==> src/rtl/contador_modn.sv <==
// Modulo-N up/down counter with parallel load, updated on the falling edge of NEclk.
// Define CONTADOR_SATURATE_EN to hold at the limits instead of wrapping.
module contador_modn #(
    parameter int unsigned     BITS    = 8,
    parameter longint unsigned MODULUS = 256
) (
    input  logic            NEclk,
    input  logic            Reset,
    input  logic            Enable,
    input  logic            Up,
    input  logic            Load,
    input  logic [BITS-1:0] LoadValue,
    output logic [BITS-1:0] count,
    output logic            Carry
);

    localparam longint unsigned SPAN = 64'(1) << BITS;
    localparam bit              FULL = (MODULUS == SPAN);
    localparam logic [BITS-1:0] TOP  = BITS'(MODULUS - 64'(1));

    logic [BITS-1:0] count_d;
    logic            carry_d;
    logic [BITS-1:0] load_val;
    logic [BITS-1:0] inc_val;
    logic [BITS-1:0] dec_val;
    logic            at_top;
    logic            at_zero;

    assign at_top  = (count == TOP);
    assign at_zero = (count == '0);

    // Out-of-range load values clamp to the last legal state.
    assign load_val = (64'(LoadValue) < MODULUS) ? LoadValue : TOP;

    // Full-range modulus wraps naturally in binary arithmetic.
    generate
        if (FULL) begin : g_full
            assign inc_val = count + BITS'(1);
            assign dec_val = count - BITS'(1);
        end else begin : g_part
            assign inc_val = at_top  ? '0  : count + BITS'(1);
            assign dec_val = at_zero ? TOP : count - BITS'(1);
        end
    endgenerate

    // Next-state: Load > Enable > hold; Carry flags a terminal step only.
    always_comb begin
        count_d = count;
        carry_d = 1'b0;
        if (Load) begin
            count_d = load_val;
        end else if (Enable) begin
            if (Up) begin
                carry_d = at_top;
`ifdef CONTADOR_SATURATE_EN
                count_d = at_top ? TOP : inc_val;
`else
                count_d = inc_val;
`endif
            end else begin
                carry_d = at_zero;
`ifdef CONTADOR_SATURATE_EN
                count_d = at_zero ? '0 : dec_val;
`else
                count_d = dec_val;
`endif
            end
        end
    end

    always_ff @(negedge NEclk) begin
        if (Reset) begin
            count <= '0;
            Carry <= 1'b0;
        end else begin
            count <= count_d;
            Carry <= carry_d;
        end
    end

endmodule
==> config.mk <==
export PLATFORM = sky130hd
export DESIGN_NAME = contador_modn
export DESIGN_NICKNAME = d
export VERILOG_FILES = /design/src/rtl/contador_modn.sv
export SDC_FILE = /design/constraint.sdc
export NUM_CORES = 1
export LEC_CHECK = 0
export CORE_UTILIZATION = 50
export DETAILED_ROUTE_END_ITERATION = 10
export PLACE_DENSITY = 0.92
export SLEW_MARGIN = 20
export SYNTH_ARGS = -nofsm -noshare
export SYNTH_HDL_FRONTEND = slang
export SYNTH_SLANG_ARGS = --single-unit
==> constraint.sdc <==
create_clock -name NEclk -period 3.2 [get_ports NEclk]
set_input_delay 0.48 -clock NEclk [delete_from_list [all_inputs] [get_ports NEclk]]
set_output_delay 0.48 -clock NEclk [all_outputs]
set_load 0.02 [all_outputs]
==> impl_metrics.tcl, run 1 <==
set metrics [dict create \
    fin_area_um2 1420 \
    ys.flop_type "dfxtp_1" \
    drtIter0Drc 95 \
    seq_area_frac_synth 0.225 \
    route.detailed.drc 0 \
    clockBufferDepth 2 \
    synth.cell_area_um2 802 \
    grt_max_degree 13 \
    synth.ff_latch_count 9 \
    first_pass_iters 5 \
    power_density_nw_per_um2 408 \
    drive_above_1_share 0.403 \
    final_util 0.941 \
    die_h_um 42.1 \
    fin_nets 175 \
    gr-usage-all-layers 0.438 \
    diodes 0 \
    cp.required_ns 1.85 \
    setup_ws_ns -0.327 \
    cp_num_cells 10 \
    drv_cap 0 \
    num_vias 1283 \
    arrival_ns 2.17 \
    r2r_slack_ns 1.23 \
    p_switching_mw 0.260 \
    crit_top_cell "buf_6" \
    synthToLayoutAreaGrowth_pct 76.8 \
    io_pins 22 \
    pwr-share-seq 0.227 \
    crit_chain "buf_8 -> clkinvlp_4 -> buf_6 -> ha_4 -> a211o_4 -> buf_4 -> buf_6 -> a21oi_2 -> o21ai_1 -> a21oi_1" \
    routed_via_density 7.55 \
    ant_nets 0 \
    rr_worst_depth 6 \
    cp.buffers_inverters 5 \
    layout_commonest_cell "buf_4" \
    crit_start "Up" \
    antenna_found_initial 0 \
    violations "negative setup slack" \
    synth_warnings 0 \
    place_area_um2 1210 \
    p_clk_frac 0.287 \
    place.port_buffers 21 \
    grt_pass1_wl_um 5660 \
    setup-violations-final 7 \
    cts_buffers 3 \
    p_int_mw 0.319 \
    start_util 0.532 \
    cts_max_level 1 \
    crit_type "input pin to flip-flop" \
    die-area_um2 1770 \
    cts-root-buf "clkbuf_4" \
    status "finished with violations" \
    gp_congestion 0.896 \
    core_um2 1510 \
    row_count 14 \
    hp-class "flip-flop to flip-flop" \
    avgSynthCellArea_um2 8.62 \
    synth_nets 113 \
    rsz0062_at_grt "yes" \
    synth_cells 93 \
    slew_violations 0 \
    endpoint_kind "flip-flop" \
    slowest_stage "a211o_4" \
    clk_pin_slew_ns 0.07 \
    worst-path-max-fanout 6 \
    clock_latency_ns 0.37 \
    grt-ovfl-total 0 \
    synth_cell_types 36 \
    fillCellCount 43 \
    cts_tree "built" \
    async_reset_ff_frac 0 \
    synth-edff-count 0 \
    cp_top_family "compound AO/OA/AOI/OAI gates" \
    final_cell_mix "buf_4 (28), inv_1 (10), clkdlybuf4s50_1 (10)" \
    p_comb_frac 0.485 \
    tightestPinTransition_ns 0.358 \
    start_kind "input pin" \
    routed_wirelength_um 4620 \
    netSwitchingFraction 0.448 \
    clock_skew_ns 0.0434 \
    timing.rr.end "count[6]" \
    die_w_um 42.1 \
    slowest_delay_ns 0.34 \
    crit_end "count[3]" \
    max-slew-margin-rel 0.758 \
    grt_pass1_vias 1166 \
    route.detailed.wl_per_inst_um 27.2 \
    cellLeakagePower_nw 0.644 \
    place.detailed.hpwl_um 2190 \
    ir_drop_uv 342 \
    hold_viol 0 \
    r2r-start "count[0]" \
    clock-sinks 9 \
]
[flip-flops by register name, indices dropped and copies added, names as in the netlist]
register	cells
count	8
Carry	1
[layout make-up]
class | instances | area [um2] | share of cell area
clock buffer | 3 | 22.5 | 0.0159
clock inverter | 10 | 37.5 | 0.0265
inverter | 1 | 7.51 | 0.00530
multi-input combinational | 78 | 692 | 0.488
sequential | 9 | 180 | 0.127
tap | 16 | 20.0 | 0.0141
timing repair buffer | 53 | 458 | 0.323
[synth_stat cells (2+ instances only)]
| cell type | n | area share |
|---|---|---|
| a21oi_1 | 11 | 0.069 |
| dfxtp_1 | 9 | 0.22 |
| nor2_1 | 9 | 0.042 |
| ha_1 | 6 | 0.094 |
| o21ai_0 | 6 | 0.037 |
| nor3b_1 | 4 | 0.037 |
| o21a_1 | 4 | 0.037 |
| nor4_1 | 3 | 0.023 |
| xnor2_1 | 3 | 0.033 |
| a211o_1 | 2 | 0.022 |
| a211oi_1 | 2 | 0.019 |
| a21oi_2 | 2 | 0.022 |
| a22oi_1 | 2 | 0.019 |
| and4b_1 | 2 | 0.025 |
| buf_6 | 2 | 0.028 |
| inv_1 | 2 | 0.0094 |
| nand4_1 | 2 | 0.016 |
| nor2b_1 | 2 | 0.016 |
| nor4b_1 | 2 | 0.022 |
| or3_1 | 2 | 0.016 |
[metal layers]
layer | global-route usage | up-vias | part of all wire
met5 | 0 | - | 0
met4 | 0.338 | 0 | 0.11
met3 | 0.116 | 68 | 0.14
met2 | 0.703 | 152 | 0.41
met1 | 0.490 | 577 | 0.34
li1 | - | 486 | -
[metrics by stage]
step / hold slack (ns) / std cells / setup TNS (ns) / total power, mW / worst slack (ns)
floorplan: 0.733 / 93 / -1.14 / 0.259 / -0.386
global route: 0.865 / 170 / -1.57 / 0.588 / -0.363
CTS: 0.722 / 166 / -0.474 / 0.496 / -0.193
global placement: 0.681 / 153 / -5.62 / 0.350 / -0.959
finish: 0.803 / 170 / -1.48 / 0.579 / -0.327
detailed placement: 0.714 / 153 / -6.22 / 0.364 / -1.10
[tightest hold or removal path, stage by stage (launching register included)]
cell	delay, ns
dfxtp_1	0.33
buf_4	0.15
nor4_1	0.06
a31oi_1	0.20
nor2_1	0.06
[logic make-up (layout without fill, tap and decap cells)]
logic type                 after synthesis  count (layout)  synth area share
buffers and inverters                    6              67            0.0484
DFF                                      9               9             0.225
muxes                                    2               2            0.0312
and+or+nand+nor                         33              33             0.267
xor gates and xnor gates                 3               3            0.0328
adders and majority gates                7               7             0.119
AOI/OAI and AO/OA                       33              33             0.278
[repair_timing]
action	4_1_cts	5_1_grt
hold buffers	0	0
gates resized for setup	29	15
endpoints found under the setup margin	16	7
setup buffers	1	4
pin swaps	6	9
[power by group through the flow]
stage | logic (mW) | registers [mW] | clock network [mW]
2_1_floorplan | 0.0922 | 0.148 | 0.0193
5_1_grt | 0.285 | 0.131 | 0.172
3_5_place_dp | 0.213 | 0.131 | 0.0193
6_report | 0.281 | 0.132 | 0.166
3_3_place_gp | 0.200 | 0.130 | 0.0193
4_1_cts | 0.227 | 0.129 | 0.139
[worst min path at each step]
| stage | startpoint | to | slack [ns] | depth (start not counted) |
|---|---|---|---|---|
| after floorplan | count[4] | Carry | 0.73 | 4 |
| after global placement | count[2] | count[2] | 0.68 | 4 |
| after detailed placement | count[2] | Carry | 0.71 | 4 |
| after CTS | count[3] | Carry | 0.72 | 4 |
| after global routing | count[3] | Carry | 0.87 | 4 |
| final | count[3] | Carry | 0.80 | 4 |
No activity file was read; power rests on OpenSTA's default activity.
==> run 2, diff against run 1 <==
SKIP_CTS_REPAIR_TIMING = 1   (was unset)
==> run 2 against run 1 <==
Compared with the run above: the run still ends with negative setup slack left; non-clock buffer count is 1 lower; sequential power is essentially flat; power shrank 3.3%; first-iteration DRC count down 26%; hold slack better by 0.017 ns; largest cell class unchanged; cell count fell by 0.59%; worst setup slack gained 0.056 ns; highest routed layer unchanged; global-route usage down 7.6 points; wire length fell by 10%; largest power group unchanged.
==> impl_metrics.tcl, run 2 (synthesis gave the netlist of run 1 again) <==
set metrics [dict create \
    status "finished with violations" \
    violations "negative setup slack" \
    clock_skew_ns 0.0255 \
    diodes 0 \
    final_cells 169 \
    top_register "count" \
    io_pins 22 \
    p_switching_mw 0.239 \
    layout_commonest_cell "buf_4" \
    clk_pin_slew_ns 0.06 \
    place.port_buffers 21 \
    grt_pass1_wl_um 4810 \
    place_area_um2 1210 \
    final_cell_mix "buf_4 (28), clkdlybuf4s50_1 (11), a21oi_1 (10), inv_1 (10)" \
    routed_wirelength_um 4130 \
    row_count 14 \
    fin_area_um2 1440 \
    slowest_stage "or3_1" \
    start_util 0.532 \
    reg.largest.list "count (8), Carry (1)" \
    num_vias 1167 \
    route.detailed.drc 0 \
    crit_type "input pin to flip-flop" \
    hold_ws_ns 0.819 \
    power_mw 0.560 \
    r2r-start "count[0]" \
    gr-usage-all-layers 0.362 \
    cp_top_family "compound AO/OA/AOI/OAI gates" \
    grt_max_degree 13 \
    p_int_mw 0.322 \
    slew_violations 0 \
    die_h_um 42.1 \
    hold_viol 0 \
    first_pass_iters 4 \
    slowest_delay_ns 0.38 \
    grt-ovfl-total 0 \
    rsz0062_at_grt "yes" \
    die-area_um2 1770 \
    tightestPinTransition_ns 0.390 \
    clock-sinks 9 \
    endpoint_kind "flip-flop" \
    gp_congestion 0.896 \
    holdPathStages 4 \
    min_to "Carry" \
    drive_above_1_share 0.359 \
    netSwitchingFraction 0.426 \
    worst-path-max-fanout 5 \
    power_density_nw_per_um2 388 \
    arrival_ns 2.11 \
    drtIter0Drc 70 \
    placed_cells 153 \
    die_w_um 42.1 \
    timing.rr.end "count[6]" \
    p_clk_frac 0.271 \
    grt_pass1_vias 1111 \
    rr_worst_depth 6 \
    ant_nets 0 \
    max-slew-margin-rel 0.738 \
    cts_tree "built" \
    ir_drop_uv 329 \
    synthToLayoutAreaGrowth_pct 80.0 \
    core_um2 1510 \
    routed_via_density 6.91 \
    dp_slack_ns -1.10 \
    fin_nets 174 \
    crit_chain "buf_8 -> clkinvlp_4 -> buf_4 -> ha_4 -> a211o_1 -> a21oi_2 -> nor4b_1 -> or3_1" \
    cts-root-buf "clkbuf_4" \
    cts_buffers 3 \
    clockBufferDepth 2 \
    place.detailed.hpwl_um 2190 \
    setup-violations-final 6 \
    pwr-share-seq 0.232 \
    holdCritStartpoint "count[0]" \
    route.detailed.wl_per_inst_um 24.5 \
    cp.required_ns 1.84 \
    cts_max_level 1 \
    p_comb_frac 0.497 \
    start_kind "input pin" \
    fillCellCount 35 \
    hp-class "flip-flop to flip-flop" \
    largest_reg_flops 8 \
    drv_cap 0 \
    cp.buffers_inverters 3 \
    cellLeakagePower_nw 0.736 \
    setup_ws_ns -0.271 \
    clock_latency_ns 0.36 \
    r2r_slack_ns 1.23 \
    antenna_found_initial 0 \
]
[run 2: changes by cell type in the layout (fill, tap and decap cells not counted), moves of 2 or more]
cell            delta
dlygate4sd2_1      -8
a21oi_1            +2
dlymetal6s2s_1     +8
a21oi_2            -3
[run 2: power by group through the flow]
stage	Sequential (mW)	Combinational, mW	Clock, mW
floorplan	0.148	0.0922	0.0193
global route	0.131	0.286	0.163
global placement	0.130	0.200	0.0193
CTS	0.129	0.217	0.139
finish	0.130	0.279	0.152
detailed placement	0.131	0.213	0.0193
[run 2: routing by layer]
layer  GRT usage  share of wire
met1       0.379           0.35
met2       0.616           0.43
met3       0.147           0.14
met4       0.194          0.069
met5           0              0
[run 2: worst min-delay path, stage by stage (launching register included)]
cell and delay, ns:
dfxtp_1 0.31, buf_4 0.15, nor4_1 0.06, a31oi_1 0.19, nor2_1 0.06
[run 2: final cells by class]
type / instances / area [um2] / share of cell area
sequential: 9 / 180 / 0.125
inverter: 1 / 7.51 / 0.00520
clock inverter: 10 / 37.5 / 0.0260
clock buffer: 3 / 22.5 / 0.0156
tap: 16 / 20.0 / 0.0139
timing repair buffer: 52 / 482 / 0.334
multi-input combinational: 78 / 694 / 0.481
[run 2: metrics by stage]
stage / util / setup TNS, ns
global route: 0.958 / -1.06
CTS: 0.841 / -5.12
floorplan: - / -1.14
detailed placement: 0.803 / -6.22
finish: 0.958 / -0.986
global placement: 0.803 / -5.62
[run 2: worst max-delay path by stage]
stage          slack, ns  cells past startpoint       end  start
2_1_floorplan      -0.39                      6  count[6]     Up
3_3_place_gp       -0.96                      7  count[6]     Up
3_5_place_dp       -1.10                      8  count[6]     Up
4_1_cts            -0.71                      8  count[6]     Up
5_1_grt            -0.28                      8  count[6]     Up
6_report           -0.27                      8  count[6]     Up
